<file path="config.mk">
export PLATFORM = sky130hd
export DESIGN_NAME = pipeline_hazard_ctrl
export DESIGN_NICKNAME = d
export VERILOG_FILES = /design/src/rtl/pipeline_hazard_ctrl.sv
export SDC_FILE = /design/constraint.sdc
export NUM_CORES = 1
export LEC_CHECK = 0
export CORE_ASPECT_RATIO = 1.2
export CORE_MARGIN = 2
export CORE_UTILIZATION = 42
export CTS_CLUSTER_SIZE = 16
export DETAILED_ROUTE_END_ITERATION = 12
export GPL_TIMING_DRIVEN = 0
export PLACE_DENSITY = 0.77
export SKIP_LAST_GASP = 1
export SLEW_MARGIN = 20
export SYNTH_ARGS = -nofsm -noshare
export SYNTH_HDL_FRONTEND = slang
export SYNTH_SLANG_ARGS = --single-unit
</file>
<file path="constraint.sdc">
create_clock -name clk -period 2.5 [get_ports clk]
set_input_delay 0.5 -clock clk [delete_from_list [all_inputs] [get_ports clk]]
set_output_delay 0.5 -clock clk [all_outputs]
set_load 0.01 [all_outputs]
</file>
<file path="src/rtl/pipeline_hazard_ctrl.sv">
// pipeline_hazard_ctrl: front-end stall/flush sequencer with load-use detection and stall counter
module pipeline_hazard_ctrl #(
    parameter int LOAD_STALL_CYCLES = 1,
    parameter int FLUSH_CYCLES      = 2,
    parameter int CNT_W             = 8
) (
    input  logic             clk,
    input  logic             rst,
    input  logic             dec_valid,
    input  logic [2:0]       dec_num_Rm,
    input  logic [2:0]       dec_num_Rn,
    input  logic [2:0]       dec_used_RmRnRd,
    input  logic             rr_loads,
    input  logic [2:0]       rr_num_Rd,
    input  logic             mem_busy,
    input  logic             branch_taken,
    output logic             update_fetch,
    output logic             update_readreg,
    output logic             bubble,
    output logic             flush,
    output logic [1:0]       state,
    output logic [CNT_W-1:0] stall_count
);
    typedef enum logic [1:0] {RUN = 2'd0, LOAD_STALL = 2'd1, MEM_WAIT = 2'd2, FLUSH = 2'd3} state_t;
    // action vectors are {update_fetch, update_readreg, bubble, flush}
    localparam logic [3:0] A_GO   = 4'b1100;
    localparam logic [3:0] A_HOLD = 4'b0000;
    localparam logic [3:0] A_BUB  = 4'b0110;
    localparam logic [3:0] A_FL   = 4'b1111;
    localparam logic [3:0] LS_RELOAD = 4'(LOAD_STALL_CYCLES - 1);
    localparam logic [3:0] FL_RELOAD = 4'(FLUSH_CYCLES - 1);
    state_t           r_state, w_state_nx;
    logic [3:0]       r_cnt, w_cnt_nx;
    logic [3:0]       w_act;
    logic [CNT_W-1:0] r_stall_count;
    logic             w_hazard;
    assign w_hazard = dec_valid & rr_loads &
                      ((dec_used_RmRnRd[2] & (dec_num_Rm == rr_num_Rd)) |
                       (dec_used_RmRnRd[1] & (dec_num_Rn == rr_num_Rd)));
    // next state, counter and action; MEM_WAIT without mem_busy falls through to RUN evaluation
    always_comb begin
        w_state_nx = r_state;
        w_cnt_nx   = r_cnt;
        w_act      = A_GO;
        if (r_state == FLUSH) begin
            if (mem_busy) begin
                w_act = A_HOLD;
            end else if (branch_taken) begin
                w_act      = A_FL;
                w_state_nx = (FLUSH_CYCLES == 1) ? RUN : FLUSH;
                w_cnt_nx   = (FLUSH_CYCLES == 1) ? 4'd0 : FL_RELOAD;
            end else begin
                w_act      = A_FL;
                w_state_nx = (r_cnt == 4'd1) ? RUN : FLUSH;
                w_cnt_nx   = r_cnt - 4'd1;
            end
        end else if (mem_busy) begin
            w_act      = A_HOLD;
            w_state_nx = MEM_WAIT;
            w_cnt_nx   = 4'd0;
        end else if (branch_taken) begin
            w_act      = A_FL;
            w_state_nx = (FLUSH_CYCLES == 1) ? RUN : FLUSH;
            w_cnt_nx   = (FLUSH_CYCLES == 1) ? 4'd0 : FL_RELOAD;
        end else if (r_state == LOAD_STALL) begin
            w_act      = A_BUB;
            w_state_nx = (r_cnt == 4'd1) ? RUN : LOAD_STALL;
            w_cnt_nx   = r_cnt - 4'd1;
        end else if (w_hazard) begin
            w_act      = A_BUB;
            w_state_nx = (LOAD_STALL_CYCLES == 1) ? RUN : LOAD_STALL;
            w_cnt_nx   = (LOAD_STALL_CYCLES == 1) ? 4'd0 : LS_RELOAD;
        end else begin
            w_state_nx = RUN;
            w_cnt_nx   = 4'd0;
        end
    end
    // reset forces a frozen front end with a NOP into readreg
    assign update_fetch   = ~rst & w_act[3];
    assign update_readreg = ~rst & w_act[2];
    assign bubble         =  rst | w_act[1];
    assign flush          = ~rst & w_act[0];
    assign state          = r_state;
    assign stall_count    = r_stall_count;
    // state, counter and saturating stall counter registers
    always_ff @(posedge clk) begin
        if (rst) begin
            r_state       <= RUN;
            r_cnt         <= 4'd0;
            r_stall_count <= '0;
        end else begin
            r_state <= w_state_nx;
            r_cnt   <= w_cnt_nx;
            if (!update_fetch && r_stall_count != '1)
                r_stall_count <= r_stall_count + 1'b1;
        end
    end
endmodule

</file>
==> summary.md <==
| Metric | Value |
|---|---|
| Max_slew headroom | `0.690` |
| CTS clock-pin slew for the worst setup and hold paths | `80 ps` |
| #FFs+latches synth | `14` |
| Final HPWL DP | `1450 um` |
| DR WL/cell | `12.6 um` |
| Final setup margin | `85.9 ps` |
| Most frequent cells in the layout | `17 x clkdlybuf4s50_1, 14 x dfxtp_1, 8 x o21ai_0, 8 x a21oi_1` |
| Startpoint types | `primary input` |
| Status | `finished clean` |
| Setup Crit Path Kind | `in -> out` |
| Pre-antenna DRT Iters | `4` |
| Clock buffer depth | `2` |
| Post-CTS Hold Buffers | `0` |
| Hold path depth | `2` |
| DR DRC count | `0` |
| CTS tree | `built` |
| Sequence of cells on the critical path | `clkdlybuf4s50_1 -> clkbuf_2 -> nor3_2 -> clkdlybuf4s50_1` |
| Initial Util | `0.449` |
| CP Capture Type | `primary output` |
| Share of the clock period used by the worst path after layout | `0.966` |
| Post-Route WL | `1950 um` |
| Fin Hold WS | `532 ps` |
| Largest delay contributor family on the critical path | `buffers and inverters` |
| DIE AREA | `2350 sq um` |
| Met2 routed WL | `966 um` |
| Post-Synthesis Cells | `100` |
| Core area | `1850 sq um` |
| Setup crit end | `flush` |
| Count of inserted antenna diode cells | `0` |
| Worst path depth | `4` |
| Non-Filler Instances | `155` |
| Top layer in use | `met4` |
| Overall power | `0.484 mW` |
| R2r startpoint | `state[0]` |
| WP data required | `2000 ps` |
| Critical Path Max Stage Delay | `560 ps` |
| Hold WC Path Type | `reg -> reg` |
| RD Place Congestion | `0.863` |
| Critical path arrival | `1910 ps` |
| Overall via count from detail_route | `834` |
| Gr usage total | `0.182` |
| Max Fanout on Critical Path | `10` |
| Crit path top cell by count | `clkdlybuf4s50_1` |
| Die H | `52.7 um` |
| Seq/Total Area, Yosys | `0.337` |
| Placed Cells | `148` |
| Reg2reg path depth | `6` |
| Total Nets Final | `159` |
| Met3 wire len | `138 um` |
| MaxCap Viol Count | `0` |
| PD cells | `400 nW/um^2` |
| Area delta synth->final | `45.8%` |
| Worst-Margin Slew | `465 ps` |
| Fmax | `414 MHz` |
| Hold path start | `stall_count[2]` |
| Synth warn | `0` |
| Final hold violations | `0` |
| Synth area leaders | `dfxtp_1 34%, xnor2_1 8.4%, a21oi_1 4.8%, o21ai_0 4.8%, ha_1 4.5%` |
| Dominant cell type by area after synthesis | `dfxtp_1` |
| Netlist cell types | `32` |
| Die width | `44.6 um` |
| Syn_nets | `121` |
| Most common cell after layout, fill and taps aside | `clkdlybuf4s50_1` |
| Reg2reg setup slack | `520 ps` |
| CP Launch Point | `mem_busy` |
| Buf+Inv Stages, Crit Path | `3` |
| Final Skew | `0.934 ps` |
| First-pass GRT wire length | `3190 um` |
| Clock sink count | `14` |
| M1 WL | `829 um` |
| RSZ-0062 raised after global routing | `true` |
| Synthesized area | `831 sq um` |
| Setup TNS | `0 ps` |
| DRT iter0 DRCs | `17` |
| Fin crit period | `2410 ps` |
| Worst vdd ir | `0.361 mV` |
| Reg2reg end | `stall_count[7]` |
| Fin. max-slew vios | `0` |
| Initial antenna violation count | `0` |
| Layout cell share with drive strength beyond 1 | `0.110` |
| Largest net degree at the start of global routing | `11` |
| Number of global-route vias before repair | `775` |
| Syn avg cell area | `8.31 sq um` |
| Rows | `17` |
| H-tree Lvls | `1` |
| Inserted Clock Buffers | `3` |
| Detail Route Antenna Nets | `0` |
| Setup slack at placement | `-530 ps` |
| Via/cell ratio | `5.38` |
| Ports | `32` |
| Static Leak | `0.482 nW` |
| Clk_lat worst skew | `270 ps` |
| # setup viols final | `0` |
| I/O Buffers | `29` |
| Gr ovfl total | `0` |
| Worst path slowest cell | `clkdlybuf4s50_1` |
| Top cell type's share of synthesized area | `0.337` |
| Clock root buffer | `clkbuf_4` |
## timing repair
item,4_1_cts,5_1_grt
setup endpoints to repair,3,3
buffers inserted,4,0
pin swaps,6,8
gates resized for setup,13,8
## layer usage
layer	GRT usage	vias up
met5	0	-
met4	0.0606	0
met3	0.0448	2
met2	0.309	23
met1	0.220	380
li1	-	429
## cells in the mapped netlist, drive strengths merged
| cell type | number |
|---|---|
| a2111oi | 1 |
| a21oi | 8 |
| a311oi | 2 |
| a31oi | 1 |
| a41oi | 1 |
| and2 | 1 |
| and3 | 4 |
| and4b | 1 |
| clkbuf | 4 |
| dfxtp | 14 |
| ha | 3 |
| inv | 4 |
| mux2 | 1 |
| mux2i | 1 |
| nand2 | 5 |
| nand2b | 3 |
| nand3 | 4 |
| nand4 | 2 |
| nand4b | 1 |
| nor2 | 7 |
| nor2b | 2 |
| nor3 | 3 |
| nor3b | 1 |
| nor4 | 1 |
| o21ai | 9 |
| o21bai | 1 |
| o31ai | 1 |
| or2 | 1 |
| or3 | 4 |
| xnor2 | 8 |
| xor2 | 1 |
## per-stage QoR
step                cell area (sq um)  utilization
floorplan                         831            -
global placement                 1140        0.619
detailed placement               1140        0.619
CTS                              1190        0.644
global route                     1210        0.654
finish                           1210        0.654
## report_power, final
group | leakage, nW | switching [mW] | internal [mW]
Combinational | 0.354 | 0.0521 | 0.0663
Sequential | 0.114 | 0.0113 | 0.232
Clock | 0.0138 | 0.0667 | 0.0556
Total | 0.482 | 0.130 | 0.354
## final cells by class
cell class	instances	area, sq um
plain buffers	4	16.3
repair buffers	33	318
well taps	19	23.8
multi-input cells	78	536
inverters	4	15.0
fillers	156	639
clock buffers	3	22.5
flip-flops and latches	14	280
## tightest hold or removal path: stages, from the launching register on
cell,delay [ps]
dfxtp_1,350
o21ai_0,80
a21oi_1,60
## worst min-delay path by stage
| stage | endpoint | slack (ps) |
|---|---|---|
| after floorplan | r_cnt[3] | 490 |
| final | stall_count[2] | 530 |
| after detailed placement | stall_count[2] | 520 |
| after CTS | stall_count[2] | 530 |
| after global placement | stall_count[7] | 500 |
| after global routing | stall_count[2] | 570 |
## sequential cells by signal, summed over array words and instances (netlist names)
| name | count |
|---|---|
| stall_count | 8 |
| r_cnt | 4 |
| state | 2 |
## cells by family (layout without fill, tap and decap cells)
logic type	after synthesis	after routing	share of synthesized area
flip-flops	14	14	0.337
adder cells (fa/ha/maj)	3	3	0.0452
AND/OR/NAND/NOR	40	40	0.264
XOR/XNOR	9	9	0.0949
multiplexers	2	2	0.0256
AO/OA/AOI/OAI	24	24	0.197
buffers and inverters	8	44	0.0361
No activity file was read; power rests on OpenSTA's default activity.
